## src/rtl/register_pkg.sv

```systemverilog
// -----------------------------------------------------------------------------
// register_pkg
// Shared datapath definitions for the generic storage register.
//   XLEN        : default datapath width (SIZE default of register)
//   ZERO_VALUE  : all-zero word, sliced to SIZE for the RESET_VALUE default
//   xor_reduce64: parity helper used by parity_gen and for the reset parity
// Optional feature macro used by consumers of this package: REGISTER_PARITY_EN
// -----------------------------------------------------------------------------
package register_pkg;

  localparam int XLEN = 32;

  // Widest legal SIZE is 64, so the zero constant is 64 bits and gets sliced.
  localparam logic [63:0] ZERO_VALUE = 64'd0;

  // Even-parity bit of a word zero-extended to 64 bits (extension adds no 1s).
  function automatic logic xor_reduce64(input logic [63:0] data);
    return ^data;
  endfunction

endpackage

```

## src/rtl/parity_gen.sv

```systemverilog
// -----------------------------------------------------------------------------
// parity_gen
// SIZE-wide XOR reduction producing the even-parity bit of a data word.
// Only instantiated by register when REGISTER_PARITY_EN is defined.
// Ports:
//   data   : input  [SIZE-1:0] word to reduce
//   parity : output            XOR of all bits of data
// -----------------------------------------------------------------------------
module parity_gen
  import register_pkg::*;
#(
  parameter int SIZE = XLEN
) (
  input  logic [SIZE-1:0] data,
  output logic            parity
);

  // Pure combinational reduction through the shared helper.
  assign parity = xor_reduce64(64'(data));

endmodule

```

## src/rtl/register.sv

```systemverilog
// -----------------------------------------------------------------------------
// register
// Generic parallel-load storage register used for the PC, pipeline/holding
// registers and instruction/data latches.
// Ports:
//   CLK        : input             rising-edge clock
//   RESET      : input             synchronous active-high reset (beats LOAD)
//   LOAD       : input             capture IN on the next rising edge
//   IN         : input  [SIZE-1:0] data to store
//   OUT        : output [SIZE-1:0] stored value, straight from flops
//   LOADED     : output            set by any load since the last reset
//   PARITY_ERR : output            (REGISTER_PARITY_EN only) parity of OUT
//                                  disagrees with the stored parity bit
// Optional feature macro: REGISTER_PARITY_EN
// -----------------------------------------------------------------------------
module register
  import register_pkg::*;
#(
  parameter int              SIZE        = XLEN,
  parameter logic [SIZE-1:0] RESET_VALUE = ZERO_VALUE[SIZE-1:0]
) (
  input  logic            CLK,
  input  logic            RESET,
  input  logic            LOAD,
  input  logic [SIZE-1:0] IN,
  output logic [SIZE-1:0] OUT,
`ifdef REGISTER_PARITY_EN
  output logic            PARITY_ERR,
`endif
  output logic            LOADED
);

  // Data and loaded-flag storage: reset has priority, then load, else hold.
  always_ff @(posedge CLK) begin
    if (RESET) begin
      OUT    <= RESET_VALUE;
      LOADED <= 1'b0;
    end else if (LOAD) begin
      OUT    <= IN;
      LOADED <= 1'b1;
    end else begin
      OUT    <= OUT;
      LOADED <= LOADED;
    end
  end

`ifdef REGISTER_PARITY_EN
  // Parity of the reset value is fixed at elaboration time.
  localparam logic RESET_PARITY = xor_reduce64(64'(RESET_VALUE));

  logic in_parity_s;
  logic out_parity_s;
  logic parity_r;

  parity_gen #(.SIZE(SIZE)) u_parity_in (
    .data   (IN),
    .parity (in_parity_s)
  );

  parity_gen #(.SIZE(SIZE)) u_parity_out (
    .data   (OUT),
    .parity (out_parity_s)
  );

  // Stored even-parity bit follows the same reset/load/hold priority as OUT.
  always_ff @(posedge CLK) begin
    if (RESET) begin
      parity_r <= RESET_PARITY;
    end else if (LOAD) begin
      parity_r <= in_parity_s;
    end else begin
      parity_r <= parity_r;
    end
  end

  // Any single-bit corruption of OUT makes the combined parity odd.
  assign PARITY_ERR = out_parity_s ^ parity_r;
`endif

endmodule

```

## config.mk

```make
export PLATFORM = sky130hd
export DESIGN_NAME = register
export DESIGN_NICKNAME = d
export VERILOG_FILES = /design/src/rtl/register_pkg.sv /design/src/rtl/parity_gen.sv /design/src/rtl/register.sv
export SDC_FILE = /design/constraint.sdc
export NUM_CORES = 1
export LEC_CHECK = 0
export BUFFER_PORTS_ARGS = -buffer_cell sky130_fd_sc_hd__buf_2
export CAP_MARGIN = 20
export CORE_MARGIN = 10
export CORE_UTILIZATION = 40
export CTS_BUF_LIST = sky130_fd_sc_hd__clkbuf_2 sky130_fd_sc_hd__clkbuf_4 sky130_fd_sc_hd__clkbuf_8
export CTS_CLUSTER_DIAMETER = 60
export DETAILED_ROUTE_END_ITERATION = 10
export GPL_ROUTABILITY_DRIVEN = 0
export GPL_TIMING_DRIVEN = 0
export MAX_ROUTING_LAYER = met4
export PLACE_DENSITY = 0.87
export SETUP_SLACK_MARGIN = 0.4
export SYNTH_ARGS = -nofsm -noshare
export SYNTH_HDL_FRONTEND = slang
export SYNTH_SLANG_ARGS = --single-unit
export TNS_END_PERCENT = 50
```

## constraint.sdc

```tcl
create_clock -name CLK -period 0.8 [get_ports CLK]
set_input_delay 0.12 -clock CLK [delete_from_list [all_inputs] [get_ports CLK]]
set_output_delay 0.12 -clock CLK [all_outputs]
set_load 0.02 [all_outputs]
```

== Yosys cells after proc, flatten, opt, wreduce, memory -nomap -nowiden ==
Cells that the tools add are included.
Storage, ports and cells
  flip-flop bits (word level): 33
  bits in read-only memories: 0
  RAM bits: 0
  output and inout port bits: 33
  latch bits: 0
  word-level logic and storage cells: 2
  memories kept: 0
Cells by class
  order comparisons: 0
  reductions and logical operators: 0
  mux-type cells: 0
  $mul: 0
  eq/ne operators: 0
  $add $sub $neg: 0
  div/mod/pow operators: 0
  bitwise gates (word level): 0
  shift operators: 0

== Longest topological paths before layout ==
  depth in word-level cells: 0
  mapped depth: 4
  gate-level depth less buffers: 2

== Worst setup path before layout ==
OpenSTA, ideal clock, no wires.
  path type: input-to-reg
  from: input LOAD
  to: register OUT[10]
  required time: 0.672 ns
  path slack: 0.078 ns
  data arrival time: 0.594 ns
  buffers on the path: 2
  library setup time: 0.128 ns
  cell stages on the path: 4
  cell sequence: buf_6 -> buf_12 -> mux2i_1 -> nor2_1
RTL lines
  start: declaration: RTL line register.sv:24  | input logic LOAD,
  end signal: assignment: RTL line register.sv:36  | OUT <= RESET_VALUE;
  end signal: assignment: RTL line register.sv:39  | OUT <= IN;
  end signal: assignment: RTL line register.sv:42  | OUT <= OUT;
  end: declaration: RTL line register.sv:26  | output logic [SIZE-1:0] OUT,

== Worst setup path after layout ==
  from: register OUT[23]
  to: output OUT[23]
No word-level cell between the ends.

==> flow_metrics.py <==
metrics = {
    "detailed_routing": {
        "avgRoutedWirePerCell_um": 14.9,
        "vias": 992,
        "drtAntennaViolNets": 0,
        "drt-total-wl_um": 3200,
        "drc": 0,
        "vias_per_cell": 4.64,
        "first_pass_iters": 2,
        "drt_first_iter_violations": 39,
    },
    "setup_path": {
        "slowest_stage": "dfxtp_2",
        "crit_required_ns": 0.68,
        "arrival_ns": 0.80,
        "critPathLaunchType": "flip-flop",
        "path_cells": "buf_6",
        "worst-path-buf-inv": 1,
        "critPathTopFamily": "flip-flops",
        "cp_slowest_stage_delay_ns": 0.35,
        "timing_worst_setup_path_type": "flip-flop to output pin",
        "crit_fanout": 2,
        "crit_path_end_kind": "output pin",
        "rrSetupSlack_ns": 0.04,
    },
    "timing": {
        "slew_headroom": 0.864,
        "skew_ns": 0,
        "hold-worst-slack_ns": -0.00304,
        "fin_crit_sh": 1.15,
        "setup_tns_ns": -3.40,
        "worst_slew_pin_slew_ns": 0.204,
        "rsz0062_at_grt": "true",
        "final.min_clock_period_ns": 0.916,
        "fmax_mhz": 1090,
        "final-setup-viol-count": 33,
        "hold_viol_final": 1,
        "maxSlewViolCount": 0,
        "worst_slack_ns": -0.116,
    },
    "die": {
        "rows": 19,
        "coreArea_sq_um": 2810,
        "ioPinCount": 68,
        "start_util": 0.427,
        "dieWidth_um": 74.7,
        "die-area_sq_um": 5580,
        "die_h_um": 74.7,
    },
    "pwr": {
        "p_comb_frac": 0.200,
        "pwr-share-clk": 0.276,
        "irDropWorstVdd_v": 0.00139,
        "power.density_nw_per_um2": 1830,
        "power.switching_w": 0.000899,
        "seq_power_share": 0.524,
        "p_leak_nw": 0.972,
        "p_sw_frac": 0.257,
        "intPower_w": 0.00259,
    },
    "grt": {
        "gr-usage-all-layers": 0.121,
        "grt_max_degree": 11,
        "met2_usage": 0.200,
        "gr-usage-met3": 0.0644,
        "gr-total-overflow": 0,
        "grt_pass1_vias": 1094,
        "grt.busiest_layer": "met2",
        "grt_use_met1": 0.120,
        "antenna_found_initial": 0,
        "grt_pass1_wl_um": 4960,
    },
    "placement": {
        "hpwl_um": 2340,
        "dp_slack_ns": 0.0429,
        "placed_area_sq_um": 1580,
        "io_buffers": 65,
    },
    "cts": {
        "clk_pin_slew_worst_paths_ns": 0.09,
        "insertion_delay_ns": 0.33,
        "clock-root-buffer": "clkbuf_4",
        "htreeDepth": 2,
        "cts_num_sinks": 33,
        "cts_tree": "built",
        "clock_path_buffers": 2,
        "cts_made_buffers": 5,
    },
    "logic_synthesis": {
        "yosysWarningCount": 0,
        "synth-seq-cells": 33,
        "syn_area_per_cell_sq_um": 11.2,
        "syn-cell-area_sq_um": 1200,
        "synthCells": 107,
        "syn_nets": 142,
        "synth.distinct_cells": 7,
        "yosysSeqAreaShare": 0.552,
    },
    "cells_and_area": {
        "layout_common_cells": "buf_2 (34), nor2_1 (34), dfxtp_2 (33), buf_6 (33), mux2i_1 (32)",
        "n_antenna_cell": 0,
        "final_layout_size_suffix_gt1_frac": 0.639,
        "final_cell_area_sq_um": 1910,
        "area_growth_pct": 59.5,
        "nFillCells": 204,
        "fin_nets": 218,
    },
    "hold_path": {
        "hold_path_class": "input pin to flip-flop",
    },
    "job": {
        "cap_violations": 0,
    },
    "status": {
        "outcome": "finished with violations",
        "violations": "hold timing, setup timing",
    },
}
[per-layer routing]
metal | wire length (um) | up-vias
li1 | - | 497
met1 | 1290 | 442
met2 | 1550 | 46
met3 | 300 | 7
met4 | 59 | 0
met5 | 0 | -
[worst reg2reg max path, stage by stage (launching register included)]
cell and delay (ns):
dfxtp_2 0.34, buf_4 0.12, mux2i_1 0.14, nor2_1 0.05
[final cells by class]
class                      instances  area (sq um)  share of cell area
buffer                             8           100              0.0524
clock buffer                       7          58.8              0.0308
multi-input combinational         66           448               0.235
sequential                        33           702               0.368
tap                               31          38.8              0.0203
timing repair buffer              69           562               0.294
[cell usage after synthesis]
library cell,n,area [sq um]
mux2i_1,32,320
nor2_1,34,128
clkbuf_1,2,7.51
buf_12,3,60.1
buf_2,2,10.0
buf_6,1,11.3
dfxtp_1,33,661
[through the flow]
| step | cells | utilization | power, W |
|---|---|---|---|
| floorplan | 107 | - | 0.00218 |
| global placement | 203 | 0.562 | 0.00239 |
| detailed placement | 203 | 0.562 | 0.00240 |
| CTS | 211 | 0.673 | 0.00352 |
| global route | 214 | 0.681 | 0.00366 |
| finish | 214 | 0.681 | 0.00349 |
[final timing paths]
kind	from	end	cells past startpoint
min reg2reg	OUT[10]	OUT[10]	2
max reg2reg	OUT[23]	OUT[23]	3
min	RESET	LOADED	2
max	OUT[23]	OUT[23]	1
[logic make-up after synthesis]
logic type / synth area share
and+or+nand+nor: 0.107
buffers and inverters: 0.0742
muxes: 0.268
DFF: 0.552
[state kept, by name, summed over array words and instances, names as in the netlist]
register and cells:
LOADED 1, OUT 32
[what timing repair did]
item                                    4_1_cts  5_1_grt
setup buffers                                 1        3
pin swaps                                    32       33
endpoints found under the setup margin       66       66
cloned                                        0        0
gates resized for setup                      95        0
hold endpoints to repair                      1        1
[power groups by stage]
stage,registers [W],clock network (W),logic (W)
finish,0.00183,0.000964,0.000700
CTS,0.00183,0.000993,0.000699
global placement,0.00182,0,0.000568
detailed placement,0.00182,0,0.000580
floorplan,0.00195,0,0.000235
global route,0.00184,0.00106,0.000756
Power figures use the tool's default switching activity.
